$ cat config.mk
export PLATFORM = sky130hd
export DESIGN_NAME = muldiv_unit
export DESIGN_NICKNAME = d
export VERILOG_FILES = /design/src/rtl/muldiv_unit.sv
export SDC_FILE = /design/constraint.sdc
export NUM_CORES = 1
export LEC_CHECK = 0
export BUFFER_PORTS_ARGS = -buffer_cell sky130_fd_sc_hd__buf_2
export CELL_PAD_IN_SITES_DETAIL_PLACEMENT = 0
export CELL_PAD_IN_SITES_GLOBAL_PLACEMENT = 1
export CORE_UTILIZATION = 46
export DETAILED_ROUTE_END_ITERATION = 6
export GPL_ROUTABILITY_DRIVEN = 0
export GPL_TIMING_DRIVEN = 0
export PLACE_DENSITY = 0.93
export SLEW_MARGIN = 20
export SYNTH_ARGS = -nofsm -noshare
export SYNTH_HDL_FRONTEND = slang
export SYNTH_SLANG_ARGS = --single-unit
$ cat constraint.sdc
create_clock -name clk -period 4.1 [get_ports clk]
set_input_delay 0.41 -clock clk [delete_from_list [all_inputs] [get_ports clk]]
set_output_delay 0.41 -clock clk [all_outputs]
set_load 0.005 [all_outputs]
$ cat src/rtl/muldiv_unit.sv
// muldiv_unit: iterative MULT/MULTU/DIV/DIVU for the EX stage, result {HI,LO}.
// Optional macro MULDIV_FAST_MUL_EN swaps the multiply loop for a single-cycle multiplier.
module muldiv_unit #(
  parameter int WIDTH = 32,
  parameter int CNT_W = 6
) (
  input  logic               clk,
  input  logic               rst,
  input  logic               start,
  input  logic [1:0]         op,
  input  logic [WIDTH-1:0]   ea,
  input  logic [WIDTH-1:0]   eb,
  input  logic               flush,
  output logic               busy,
  output logic               done,
  output logic [2*WIDTH-1:0] result
);

  typedef enum logic [1:0] {IDLE, CALC, FIXUP, DONE} state_t;

  state_t r_state, w_nextState;

  logic [WIDTH-1:0]   r_hi;
  logic [WIDTH-1:0]   r_lo;
  logic [WIDTH-1:0]   r_opB;
  logic [CNT_W-1:0]   r_cnt;
  logic               r_isDiv;
  logic               r_negQ;
  logic               r_negR;
  logic               r_divZero;
  logic [2*WIDTH-1:0] r_result;

  logic               w_signed;
  logic               w_aNeg;
  logic               w_bNeg;
  logic [WIDTH-1:0]   w_aMag;
  logic [WIDTH-1:0]   w_bMag;
  logic               w_divZero;
  logic               w_launch;
  logic               w_fastMul;
  logic [WIDTH:0]     w_mulSum;
  logic [WIDTH:0]     w_divShift;
  logic               w_divGe;
  logic [WIDTH-1:0]   w_divSub;
  logic [2*WIDTH-1:0] w_prod;
  logic [WIDTH-1:0]   w_quo;
  logic [WIDTH-1:0]   w_rem;
  logic [2*WIDTH-1:0] w_fixed;

  assign w_signed  = ~op[0];
  assign w_aNeg    = w_signed & ea[WIDTH-1];
  assign w_bNeg    = w_signed & eb[WIDTH-1];
  assign w_aMag    = w_aNeg ? -ea : ea;
  assign w_bMag    = w_bNeg ? -eb : eb;
  assign w_divZero = op[1] & (eb == '0);
  assign w_launch  = (r_state == IDLE) & start & ~flush;

`ifdef MULDIV_FAST_MUL_EN
  logic [2*WIDTH-1:0] w_fastProd;
  assign w_fastMul  = ~op[1];
  assign w_fastProd = {{WIDTH{1'b0}}, w_aMag} * {{WIDTH{1'b0}}, w_bMag};
`else
  assign w_fastMul = 1'b0;
`endif

  // Shift-add keeps {carry,hi,lo} as one right-shifting product; restoring divide
  // shifts left through a WIDTH+1-bit partial remainder so -2^(W-1) magnitudes fit.
  assign w_mulSum   = {1'b0, r_hi} + (r_lo[0] ? {1'b0, r_opB} : '0);
  assign w_divShift = {r_hi, r_lo[WIDTH-1]};
  assign w_divGe    = w_divShift >= {1'b0, r_opB};
  assign w_divSub   = w_divShift[WIDTH-1:0] - r_opB;

  assign w_prod  = {r_hi, r_lo};
  assign w_quo   = r_negQ ? -r_lo : r_lo;
  assign w_rem   = r_negR ? -r_hi : r_hi;
  assign w_fixed = r_divZero ? w_prod :
                   r_isDiv   ? {w_rem, w_quo} :
                   r_negQ    ? -w_prod : w_prod;

  always_ff @(posedge clk or negedge rst) begin
    if (!rst) r_state <= IDLE;
    else      r_state <= w_nextState;
  end

  // Divide-by-zero parks one cycle in CALC without stepping before its fixup.
  always_comb begin
    w_nextState = r_state;
    unique case (r_state)
      IDLE:  if (w_launch) w_nextState = w_fastMul ? FIXUP : CALC;
      CALC:  if (r_divZero || r_cnt == CNT_W'(1)) w_nextState = FIXUP;
      FIXUP: w_nextState = DONE;
      DONE:  w_nextState = IDLE;
    endcase
    if (flush && r_state != IDLE) w_nextState = IDLE;
  end

  always_ff @(posedge clk or negedge rst) begin
    if (!rst) begin
      r_hi      <= '0;
      r_lo      <= '0;
      r_opB     <= '0;
      r_cnt     <= '0;
      r_isDiv   <= 1'b0;
      r_negQ    <= 1'b0;
      r_negR    <= 1'b0;
      r_divZero <= 1'b0;
      r_result  <= '0;
    end else begin
      if (w_launch) begin
        r_isDiv   <= op[1];
        r_negQ    <= w_aNeg ^ w_bNeg;
        r_negR    <= w_aNeg;
        r_divZero <= w_divZero;
        r_opB     <= w_bMag;
        if (w_divZero) begin
          r_hi  <= ea;
          r_lo  <= '1;
          r_cnt <= '0;
        end
`ifdef MULDIV_FAST_MUL_EN
        else if (w_fastMul) begin
          r_hi  <= w_fastProd[2*WIDTH-1:WIDTH];
          r_lo  <= w_fastProd[WIDTH-1:0];
          r_cnt <= '0;
        end
`endif
        else begin
          r_hi  <= '0;
          r_lo  <= w_aMag;
          r_cnt <= CNT_W'(WIDTH);
        end
      end else if (r_state == CALC && !r_divZero) begin
        r_cnt <= r_cnt - CNT_W'(1);
        if (r_isDiv) begin
          r_hi <= w_divGe ? w_divSub : w_divShift[WIDTH-1:0];
          r_lo <= {r_lo[WIDTH-2:0], w_divGe};
        end else begin
          r_hi <= w_mulSum[WIDTH:1];
          r_lo <= {w_mulSum[0], r_lo[WIDTH-1:1]};
        end
      end
      if (r_state == FIXUP && !flush) r_result <= w_fixed;
    end
  end

  assign busy   = (r_state == CALC) || (r_state == FIXUP);
  assign done   = (r_state == DONE);
  assign result = r_result;

endmodule

==> flow_summary_export.csv, run 1 <==
group,metric,value,unit
status,outcome,"finished, final reports clean",
global_route,overflow,0,
timing,fin_skew,16.9,ps
routing,drt_drc_violations_left,0,
synthesis,ys_types,95,
routing,wirelength,52100,um
floorplan,coreArea,31600,um^2
placement,dp_slack,-243,ps
timing,rsz0062_at_grt,"no",
synthesis,synth_top_area_frac,0.292,
timing,worst_pin_slew,959,ps
routing,antenna_left,0,
pwr,power.internal,7.74,mW
cells_and_area,final_nets,2170,
synthesis,synth_common_cells,"216 x nand2_1, 172 x dfrtp_1, 172 x nor2_1",
routing,routedWlPerCell,21.4,um
cts,cts_tree,"built",
timing,fin_crit_sh,0.956,
synthesis,yosysSeqAreaShare,0.292,
worst_setup_path,worstPathArrival,4250,ps
cts,clk_latency,460,ps
worst_setup_path,rr_endpoint,"r_hi[28]",
floorplan,die_x,181,um
cells_and_area,diodes,0,
pwr,swShare,0.533,
synthesis,synth_area_per_cell,7.90,um^2
global_route,grt_pass1_vias,14500,
pwr,power-per-cell-area,996,nW/um^2
global_route,grt_max_degree,93,
hold_path,whs_endpoint,"r_isDiv",
placement,dp_hpwl,41100,um
global_route,grt_usage,0.319,
timing,finalHoldViolCount,0,
timing,finalCriticalPeriod,3920,ps
floorplan,rows,65,
cells_and_area,postLayoutCoreUtil,0.527,
global_route,antenna_found_initial,0,
synthesis,yosysMostFrequentCell,"nand2_1",
worst_setup_path,reg2regPathDepth,13,
worst_setup_path,rrSetupSlack,180,ps
worst_setup_path,crit_chain,"clkinvlp_4 -> buf_2 -> nor2_1 -> ha_1 -> a2111oi_1 -> o21ai_1 -> a21oi_2 -> o211ai_1 -> a21oi_2 -> o21ai_1 -> a311oi_1 -> xor2_1 -> o22ai_1",
pwr,p_leak,7.24,nW
placement,postPlaceCellArea,16000,um^2
worst_setup_path,r2r-start,"r_lo[0]",
pwr,combPwrFrac,0.681,
routing,route.vias.total,15400,
synthesis,ys_ff_latch,172,
cts,clockBufferDepth,2,
worst_setup_path,crit_fanout,10,
timing,timing.final.ws_setup,181,ps
synthesis,synth_fp_nets,2012,
cells_and_area,area_delta_synth_final,12.7,%
cells_and_area,stdcell_area,16600,um^2
routing,drtIter0Drc,1690,
synthesis,synth_area,14700,um^2
worst_setup_path,critical-path-slowest-cell,"dfrtp_2",
placement,portBuffers,135,
worst_setup_path,cpPeakStageDelay,480,ps
routing,dr.pass1.iters,6,
cts,clock-sinks,172,
timing,fmax,255,MHz
worst_setup_path,critPathCaptureType,"flip-flop",
cts,root_buffer,"clkbuf_16",
floorplan,die_y,181,um
synthesis,synth_area_leaders,"dfrtp_1 29%, ha_1 6.3%, xnor2_1 5.9%",
hold_path,hold_path.class,"primary input to flip-flop",
synthesis,synth_flop_cell,"dfrtp_1",
synthesis,ys_warn_count,0,
cells_and_area,drive_gt1_frac,0.117,
timing,slew_headroom,0.355,
cts,numCtsBuffers,17,
timing,setup_violations,0,
timing,drv_slew,0,
pwr,pwr-share-seq,0.216,
worst_setup_path,crit_path_start_kind,"flip-flop",
hold_path,min-delay-start,"op[1]",
cts,cts_max_level,4,
hold_path,hold-path-cell-count,3,
worst_setup_path,critPathKind,"flip-flop to flip-flop",
pwr,p_switching,8.82,mW
worst_setup_path,required,4430,ps
synthesis,async_flop_share,1.00,
routing,viasPerCell,6.30,
synthesis,yosys.area.top_type,"dfrtp_1",
floorplan,pin_count,136,
synthesis,synth_edf_count,0,
floorplan,start_util,0.467,
synthesis,synth_cells,1866,
pwr,clockPowerShare,0.103,
global_route,grt_pass1_wl,81400,um
cts,clkSlewWorstSetupHoldPaths,80,ps
pwr,irDropWorstVdd,0.430,mV
flow_run,maxCapViolCount,0,
floorplan,die_area,32800,um^2
[placed cells by master (no fill, tap or decap), types with 11 or more instances in the layout]
| cell type | synthesis | layout |
|---|---|---|
| mux2i_1 | 38 | 38 |
| ha_1 | 74 | 74 |
| nand3_1 | 28 | 28 |
| nor2b_1 | 14 | 14 |
| xor2_1 | 79 | 79 |
| nor2_1 | 172 | 172 |
| o211ai_1 | 12 | 12 |
| dfrtp_1 | 172 | 171 |
| o21ai_0 | 133 | 132 |
| o21ai_1 | 66 | 67 |
| inv_1 | 73 | 72 |
| clkbuf_16 | 0 | 17 |
| nor3_1 | 55 | 55 |
| nand4_1 | 17 | 17 |
| nand2_1 | 216 | 216 |
| buf_2 | 10 | 145 |
| clkbuf_1 | 86 | 86 |
| xnor2_1 | 99 | 99 |
| nand2b_1 | 15 | 15 |
| a31oi_1 | 22 | 22 |
| or3_1 | 12 | 12 |
| o31ai_1 | 20 | 20 |
| nor4_1 | 17 | 17 |
| a21o_1 | 26 | 26 |
| a22oi_1 | 11 | 11 |
| o21bai_1 | 11 | 11 |
| a211oi_1 | 41 | 40 |
| a21oi_1 | 152 | 151 |
[cell families (layout without fill, tap and decap cells)]
family	after synthesis	after routing	share of synthesized area
adder cells (fa/ha/maj)	76	76	0.0655
multiplexers	50	50	0.0350
AND/OR/NAND/NOR	617	617	0.204
buffers and inverters	183	354	0.0496
AO/OA/AOI/OAI	590	590	0.248
flip-flops	172	172	0.292
XOR/XNOR	178	178	0.106
[state kept, by name, indices dropped and copies added (netlist names)]
signal / cells
result: 64
r_hi: 32
r_lo: 32
r_opB: 32
r_cnt: 6
r_state: 2
r_divZero: 1
r_isDiv: 1
r_negQ: 1
r_negR: 1
[per-layer routing]
metal / part of all wire / global-route usage / wire length (um)
met1: 0.41 / 0.416 / 21100
met2: 0.44 / 0.500 / 23000
met3: 0.10 / 0.0615 / 5220
met4: 0.053 / 0.169 / 2780
met5: 0 / 0 / 0
[worst max path at each step]
stage	end	from	cells after the start	slack (ps)
floorplan	r_hi[28]	r_lo[0]	13	980
global placement	r_hi[25]	r_lo[0]	13	-250
detailed placement	r_hi[25]	r_lo[0]	13	-240
CTS	r_hi[25]	r_lo[0]	13	110
global route	r_hi[28]	r_lo[0]	13	120
finish	r_hi[28]	r_lo[0]	13	180
[power by group through the flow]
stage / Combinational [mW] / Sequential (mW) / Clock (mW)
floorplan: 7.96 / 3.17 / 0
global placement: 10.7 / 3.49 / 0
detailed placement: 10.9 / 3.53 / 0
CTS: 11.0 / 3.50 / 1.70
global route: 12.2 / 3.64 / 1.78
finish: 11.3 / 3.57 / 1.71
[cell type report]
cell class	count	area [um^2]
Clock buffer	17	425
Clock inverter	15	185
Timing Repair Buffer	139	738
Sequential cell	172	4310
Tap cell	402	503
Buffer	110	459
Fill cell	3023	14900
Inverter	73	278
Multi-Input combinational cell	1511	9720
[through the flow]
| stage | hold WS [ps] | TNS [ps] | total power [mW] | cells |
|---|---|---|---|---|
| 6_report | 232 | 0 | 16.6 | 2439 |
| 4_1_cts | 242 | 0 | 16.2 | 2437 |
| 5_1_grt | 259 | 0 | 17.7 | 2439 |
| 3_5_place_dp | 428 | -603 | 14.4 | 2404 |
| 2_1_floorplan | 114 | 0 | 11.1 | 1866 |
| 3_3_place_gp | 458 | -15600 | 14.2 | 2403 |
[what timing repair did]
item / 4_1_cts / 5_1_grt
endpoints found under the setup margin: 6 / 10
hold buffers: 1 / 0
setup buffers: 0 / 2
hold endpoints to repair: 76 / 0
gates resized for setup: 4 / 6
[critical path: cells and delay by family (launching register included)]
kind                     cells  cell delay (ps)
AO/OA/AOI/OAI                8             2110
AND/OR/NAND/NOR              1              130
XOR/XNOR                     1              250
flip-flops                   1              480
adder cells (fa/ha/maj)      1              300
buffers and inverters        2              520
Power figures use the tool's default switching activity.
==> inputs of run 2 (changes only) <==
- ABC_AREA: not set -> 1
- CORE_UTILIZATION: 46 -> 43
- CTS_CLUSTER_SIZE: not set -> 24
- PLACE_DENSITY: 0.93 -> 0.92
==> flow_summary_export.csv, run 2 <==
group,metric,value,unit
floorplan,die_area,39300,um^2
routing,route.vias.total,19200,
synthesis,synth_area_leaders,"dfrtp_1 26%, nand2_1 17%, inv_1 8.1%",
timing,finalHoldViolCount,0,
cells_and_area,drive_gt1_frac,0.0863,
timing,fin_crit_sh,0.797,
cts,postCtsSetupBuffers,0,
worst_setup_path,rr_endpoint,"r_hi[22]",
floorplan,die_x,198,um
synthesis,synth_fp_nets,2840,
routing,drtIter0Drc,2336,
worst_setup_path,reg2regPathDepth,14,
flow_run,maxCapViolCount,0,
timing,slew_headroom,0.254,
hold_path,hold-path-cell-count,4,
pwr,power-per-cell-area,990,nW/um^2
cells_and_area,largest_reg_flops,64,
timing,rsz0062_at_grt,"no",
synthesis,ys_types,54,
timing,fin_skew,13.9,ps
synthesis,synth_area_per_cell,6.15,um^2
routing,dr.pass1.iters,7,
placement,portBuffers,135,
placement,postPlaceCellArea,17900,um^2
floorplan,pin_count,136,
hold_path,whs_endpoint,"r_opB[25]",
pwr,irDropWorstVdd,0.382,mV
timing,setup_violations,0,
worst_setup_path,critical-path-slowest-cell,"dfrtp_1",
global_route,antenna_found_initial,0,
cells_and_area,stdcell_area,18500,um^2
synthesis,synth_top_area_frac,0.260,
global_route,grt_pass1_vias,17800,
worst_setup_path,crit_chain,"ha_1 -> nand2_1 -> nand2_1 -> nor2_1 -> nand2_1 -> nand2_1 -> nand2_1 -> nor2_4 -> nand2_8 -> buf_6 -> nand3_1 -> nand3_1 -> a21oi_1 -> nor2_1",
worst_setup_path,crit_fanout,10,
status,violations,"design-rule violations",
routing,wirelength,66300,um
pwr,p_leak,9.60,nW
timing,fmax,306,MHz
hold_path,min-delay-start,"eb[25]",
cts,clockBufferDepth,2,
floorplan,coreArea,37800,um^2
global_route,grt_pass1_wl,101000,um
synthesis,synth_area,16600,um^2
cells_and_area,area_delta_synth_final,11.8,%
timing,finalCriticalPeriod,3270,ps
worst_setup_path,critPathKind,"flip-flop to flip-flop",
status,outcome,"finished, violations left",
cells_and_area,diodes,0,
synthesis,yosysMostFrequentCell,"nand2_1",
floorplan,rows,71,
synthesis,synth_cells,2694,
cells_and_area,layout_common_cells,"760 x nand2_1, 359 x inv_1, 294 x nor2_1, 240 x nand3_1, 185 x o21ai_0",
synthesis,async_flop_share,1.00,
cts,cts_tree,"built",
synthesis,ys_ff_latch,172,
routing,antenna_left,0,
synthesis,yosysSeqAreaShare,0.260,
worst_setup_path,r2r-start,"r_hi[23]",
routing,routedWlPerCell,19.7,um
worst_setup_path,cp_common_cell,"nand2_1",
worst_setup_path,required,4460,ps
timing,drv_slew,0,
worst_setup_path,crit_path_start_kind,"flip-flop",
synthesis,yosys.area.top_type,"dfrtp_1",
pwr,fin_total_pwr,18.3,mW
cts,root_buffer,"clkbuf_16",
hold_path,hold_path.class,"primary input to flip-flop",
worst_setup_path,critPathCaptureType,"flip-flop",
worst_setup_path,cpPeakStageDelay,860,ps
routing,drt_drc_violations_left,14,
global_route,grt_max_degree,89,
worst_setup_path,cp_top_family,"simple AND/OR/NAND/NOR gates",
global_route,grt_usage,0.340,
global_route,overflow,0,
worst_setup_path,worstPathArrival,3630,ps
floorplan,start_util,0.439,
cts,clk_latency,470,ps
synthesis,synth_common_cells,"760 x nand2_1, 359 x inv_1, 294 x nor2_1",
routing,viasPerCell,5.68,
floorplan,die_y,198,um
cts,numCtsBuffers,17,
cts,clock-sinks,172,
placement,dp_hpwl,53100,um
synthesis,ys_warn_count,0,
timing,worst_pin_slew,1110,ps
worst_setup_path,crit_cells,14,
timing,timing.hold.ws,252,ps
cts,clkSlewWorstSetupHoldPaths,80,ps
cells_and_area,final_common_cell,"nand2_1",
worst_setup_path,path_buf_inv,1,
synthesis,synth_edf_count,0,
worst_setup_path,rrSetupSlack,830,ps
cells_and_area,final_nets,2996,
synthesis,synth_flop_cell,"dfrtp_1",
cts,cts_max_level,4,
==> run 2: worst max-delay path by stage <==
stage	start	slack [ps]	endpoint
3_3_place_gp	rst	-20	r_opB[31]
3_5_place_dp	r_lo[0]	980	r_hi[31]
6_report	r_hi[23]	830	r_hi[22]
5_1_grt	r_lo[0]	720	r_hi[11]
4_1_cts	r_lo[0]	980	r_hi[31]
2_1_floorplan	r_lo[0]	1620	r_hi[11]
==> run 2: routing by layer <==
metal,part of all wire,track usage,up-vias
met1,0.39,0.421,8660
met2,0.43,0.525,1148
met3,0.11,0.0838,288
li1,-,-,9076
met5,0,0,-
met4,0.071,0.223,0
==> run 2: worst register-to-register path, delay by kind of cell, from the launching register on <==
| kind | cells | cell delay (ps) |
|---|---|---|
| adders and majority gates | 1 | 450 |
| buffers and inverters | 1 | 190 |
| AOI/OAI and AO/OA | 1 | 210 |
| and+or+nand+nor | 11 | 1460 |
| DFF | 1 | 860 |
==> run 2: repair_timing <==
| item | CTS | global route |
|---|---|---|
| hold endpoints to repair | 87 | 0 |
| resized for setup | 0 | 0 |
| hold buffers | 1 | 0 |
==> run 2: per-stage QoR <==
stage / TNS (ps) / setup WS, ps / utilization / instances
floorplan: 0 / 1620 / - / 2694
global placement: -597 / -18.0 / 0.473 / 3340
detailed placement: 0 / 983 / 0.474 / 3341
CTS: 0 / 977 / 0.490 / 3374
global route: 0 / 718 / 0.490 / 3374
finish: 0 / 832 / 0.490 / 3374
==> run 2: cell type report <==
cell class | count | area (um^2)
multi-input combinational | 2069 | 10500
buffer | 82 | 372
sequential | 172 | 4300
clock inverter | 14 | 150
tap | 511 | 639
timing repair buffer | 137 | 723
inverter | 371 | 1400
fill | 3944 | 19200
clock buffer | 18 | 439
==> run 2: kinds of logic (layout without fill, tap and decap cells) <==
| logic type | after synthesis | count (layout) | synth area share |
|---|---|---|---|
| AOI/OAI and AO/OA | 464 | 464 | 0.156 |
| buffers and inverters | 453 | 622 | 0.107 |
| DFF | 172 | 172 | 0.260 |
| xor gates and xnor gates | 104 | 104 | 0.0550 |
| and+or+nand+nor | 1425 | 1425 | 0.364 |
| adders and majority gates | 76 | 76 | 0.0583 |
==> run 2: power by group <==
part | internal (mW) | switching, mW
registers | 2.51 | 1.28
clock network | 0.828 | 0.830
logic | 4.14 | 8.75
total | 7.47 | 10.9
